File: src/rtl/stream_minmax.sv
// Streaming packet reducer: accepts unsigned samples over valid/ready and returns
// the packet maximum, minimum and a saturating sample count over valid/ready.
module stream_minmax #(
  parameter int unsigned WIDTH = 16,
  parameter int unsigned CNT_W = 8
) (
  input  logic             clk,
  input  logic             rst,
  input  logic             in_valid,
  output logic             in_ready,
  input  logic [WIDTH-1:0] in_data,
  input  logic             in_last,
  output logic             out_valid,
  input  logic             out_ready,
  output logic [WIDTH-1:0] out_max,
  output logic [WIDTH-1:0] out_min,
  output logic [CNT_W-1:0] out_count
);

  typedef enum logic [1:0] {StIdle, StAcc, StHold} state_e;

  localparam logic [CNT_W-1:0] CntOne = CNT_W'(1);
  localparam logic [CNT_W-1:0] CntMax = '1;

  state_e           state_q, state_d;
  logic [WIDTH-1:0] max_q, max_d;
  logic [WIDTH-1:0] min_q, min_d;
  logic [CNT_W-1:0] cnt_q, cnt_d;
  logic             in_fire, out_fire;

  // Handshake qualifiers; ready/valid depend only on state.
  always_comb begin
    in_ready  = (state_q != StHold);
    out_valid = (state_q == StHold);
    in_fire   = in_valid & in_ready;
    out_fire  = out_valid & out_ready;
  end

  // Next-state and accumulator update.
  always_comb begin
    state_d = state_q;
    max_d   = max_q;
    min_d   = min_q;
    cnt_d   = cnt_q;
    unique case (state_q)
      StIdle: begin
        if (in_fire) begin
          // First sample seeds both extremes; old results stay visible until now.
          max_d   = in_data;
          min_d   = in_data;
          cnt_d   = CntOne;
          state_d = in_last ? StHold : StAcc;
        end
      end
      StAcc: begin
        if (in_fire) begin
          if (in_data > max_q) max_d = in_data;
          if (in_data < min_q) min_d = in_data;
          if (cnt_q != CntMax) cnt_d = cnt_q + CntOne;
          state_d = in_last ? StHold : StAcc;
        end
      end
      StHold: begin
        if (out_fire) state_d = StIdle;
      end
      default: state_d = StIdle;
    endcase
  end

  // State and result registers with synchronous reset.
  always_ff @(posedge clk) begin
    if (rst) begin
      state_q <= StIdle;
      max_q   <= '0;
      min_q   <= '0;
      cnt_q   <= '0;
    end else begin
      state_q <= state_d;
      max_q   <= max_d;
      min_q   <= min_d;
      cnt_q   <= cnt_d;
    end
  end

  // Result ports are the accumulator registers themselves.
  always_comb begin
    out_max   = max_q;
    out_min   = min_q;
    out_count = cnt_q;
  end

endmodule

File: config.mk
export PLATFORM = sky130hd
export DESIGN_NAME = stream_minmax
export DESIGN_NICKNAME = d
export VERILOG_FILES = /design/src/rtl/stream_minmax.sv
export SDC_FILE = /design/constraint.sdc
export NUM_CORES = 1
export LEC_CHECK = 0
export CAP_MARGIN = 20
export CORE_MARGIN = 2
export CORE_UTILIZATION = 50
export DETAILED_ROUTE_END_ITERATION = 6
export PLACE_DENSITY_LB_ADDON = 0.3
export SLEW_MARGIN = 20
export SYNTH_ARGS = -nofsm -noshare
export SYNTH_HDL_FRONTEND = slang
export SYNTH_SLANG_ARGS = --single-unit
File: constraint.sdc
create_clock -name clk -period 2.5 [get_ports clk]
set_input_delay 0.375 -clock clk [delete_from_list [all_inputs] [get_ports clk]]
set_output_delay 0.375 -clock clk [all_outputs]
set_load 0.01 [all_outputs]
==> summary.txt <==
chip width -> 76.5 um
syn nets -> 333
Via-to-Cell Ratio -> 5.26
Port-buffer cells -> 62
CTS Sinks -> 42
RSZ-0062 raised after global routing -> no
Fmax achieved -> 441 MHz
count leader, synth -> nand2b_1
layout cells sized above 1 -> 0.101
met3 wire length -> 249 um
routed len/inst -> 14.2 um
leading area contributor after synthesis -> dfxtp_1
post-route ant nets -> 0
static leakage -> 1.44 nW
sequential area share after synthesis -> 0.320
final wirelength -> 6070 um
Hold Violations, Final -> 0
# hold bufs at CTS -> 0
GRT Total Usage -> 0.214
largest cells by area after synthesis -> dfxtp_1 32%, ha_1 15%, mux2i_1 12%
yosys warns -> 0
Synth top cells by count -> 50 x nand2b_1, 42 x dfxtp_1, 33 x inv_1
Vias -> 2251
Arrival @ worst endpoint -> 2.50 ns
Max Cap Viol -> 0
GPL Wtd Cong -> 0.787
Chip Height -> 76.5 um
clk_lat worst skew -> 0.30 ns
outcome -> finished, final reports clean
Placement Cell Area -> 3400 um^2
post-synth top area share -> 0.320
reg2reg end -> out_min[12]
Post-Place Cells -> 420
Final Setup Violations -> 0
Worst Path Max Fanout -> 8
die area -> 5850 um^2
Worst Setup SP -> in_data[14]
endpoint of the worst hold path -> out_min[5]
flops & latches, synth -> 42
number of global-route vias before repair -> 2361
PD cells -> 522 nW/um^2
worst slack at placement -> -0.237 ns
num ports -> 63
Tcrit/Tclk final -> 0.907
HP Start -> out_min[5]
setup tns final -> 0 ns
Met2 Routed Length -> 2990 um
worst hold stages -> 2
Slew Limit Headroom -> 0.668
critical path required time -> 2.73 ns
Setup CP Type -> in2reg
R2R setup slack -> 0.39 ns
first-pass GRT wire length -> 10300 um
Clock Tree Root -> clkbuf_8
syn avg cell area -> 9.39 um^2
Worst R2R Path Depth -> 7
Min Clock Period, post-route -> 2.27 ns
number of synthesized flops with an enable pin -> 0
post-synth cell types -> 42
Synth Cell Area -> 2630 um^2
Residual DRC -> 0
initial antenna violation count -> 0
Fin Clk Skew -> 0.00833 ns
Hold/Removal Path Class -> reg2reg
1st-iter DRT viols -> 71
Starting Density -> 0.518
post-route cell area -> 3550 um^2
CTS tree -> yes
Worst Setup End Kind -> register
M1 wire length -> 2720 um
actual slew at the worst max-slew pin -> 0.499 ns
largest net degree at the start of global routing -> 23
worst reg2reg startpoint -> out_min[9]
std cell rows -> 26
CTS Buffer Depth -> 2
Layout Nets -> 411
Final WS setup -> 0.231 ns
Clk pin slew, worst setup/hold paths -> 0.09 ns
fraction of registers with async set/reset -> 0
DRT Pass-1 Iters -> 4
gr ovfl total -> 0
ys flop type -> dfxtp_1
P&R area growth vs syn -> 35.0%
CTS H-tree depth -> 2
DP HPWL -> 4440 um
Post-Synthesis Cells -> 280
DR top layer -> met4
CTS buffer count -> 5
Final Non-Filler Cells -> 428
core area -> 5070 um^2
CP Launch Type -> primary input
Peak supply drop -> 302 uV
Final Max Tran Viols -> 0
diode count -> 0
==> worst max-delay path, cell delays in order <==
cell and delay, ns:
clkdlybuf4s50_1 0.46, ha_1 0.32, buf_4 0.11, a21oi_1 0.06, a21boi_0 0.35, a2111oi_4 0.10
o22ai_4 0.45, mux2i_1 0.26
==> stage by stage <==
| stage | power [W] | utilization | hold WS [ns] |
|---|---|---|---|
| 2_1_floorplan | 0.00106 | - | 0.460 |
| 5_1_grt | 0.00194 | 0.699 | 0.526 |
| 4_1_cts | 0.00184 | 0.693 | 0.495 |
| 3_5_place_dp | 0.00128 | 0.671 | 0.479 |
| 6_report | 0.00185 | 0.699 | 0.489 |
| 3_3_place_gp | 0.00126 | 0.671 | 0.477 |
==> logic make-up after synthesis <==
family                   Yosys count  share of synthesized area
AND/OR/NAND/NOR                   91                      0.212
buffers and inverters             42                     0.0752
flip-flops                        42                      0.320
AO/OA/AOI/OAI                     36                      0.102
multiplexers                      32                      0.122
adder cells (fa/ha/maj)           32                      0.152
XOR/XNOR                           5                     0.0167
==> final cells by class <==
| cell class | instances | area (um^2) |
|---|---|---|
| clock buffers | 6 | 82.6 |
| clock inverters | 1 | 30.0 |
| fillers | 417 | 1530 |
| flip-flops and latches | 42 | 841 |
| multi-input cells | 197 | 1620 |
| well taps | 70 | 87.6 |
| inverters | 33 | 124 |
| repair buffers | 79 | 761 |
==> sequential cells by signal, indices dropped and copies added (netlist names) <==
signal	cells
out_max	16
out_min	16
out_count	8
state_q	2
==> layer usage <==
layer	global-route usage	vias to the layer above
met5	0	-
met4	0.0891	0
met3	0.0379	13
met2	0.378	58
met1	0.255	1061
li1	-	1119
==> worst max path at each step <==
stage / to / cells past startpoint
after floorplan: out_max[0] / 9
after global placement: out_min[5] / 6
after detailed placement: out_min[3] / 6
after CTS: out_min[3] / 6
after global routing: out_min[15] / 8
final: out_min[12] / 8
==> cell usage in the layout (no fill, tap or decap), types with 3 or more instances in the layout <==
cell type and instances:
a21oi_1 12, buf_4 16, clkbuf_8 6, clkdlybuf4s50_1 62, dfxtp_1 42, ha_1 32, inv_1 33, mux2i_1 32
nand2_1 8, nand2b_1 50, nand3_1 4, nand4_1 6, nor2_1 9, o21a_1 5, xor2_1 3
==> power by group <==
part / internal (W) / total (W) / switching [W]
Combinational: 0.000282 / 0.000526 / 0.000244
Clock: 0.000320 / 0.000568 / 0.000248
Sequential: 0.000718 / 0.000758 / 0.0000405
Total: 0.00132 / 0.00185 / 0.000533
==> what timing repair did <==
action / 4_1_cts / 5_1_grt
gates resized for setup: 0 / 2
setup endpoints to repair: 0 / 16
buffers inserted: 0 / 0
No activity file was read; power rests on OpenSTA's default activity.
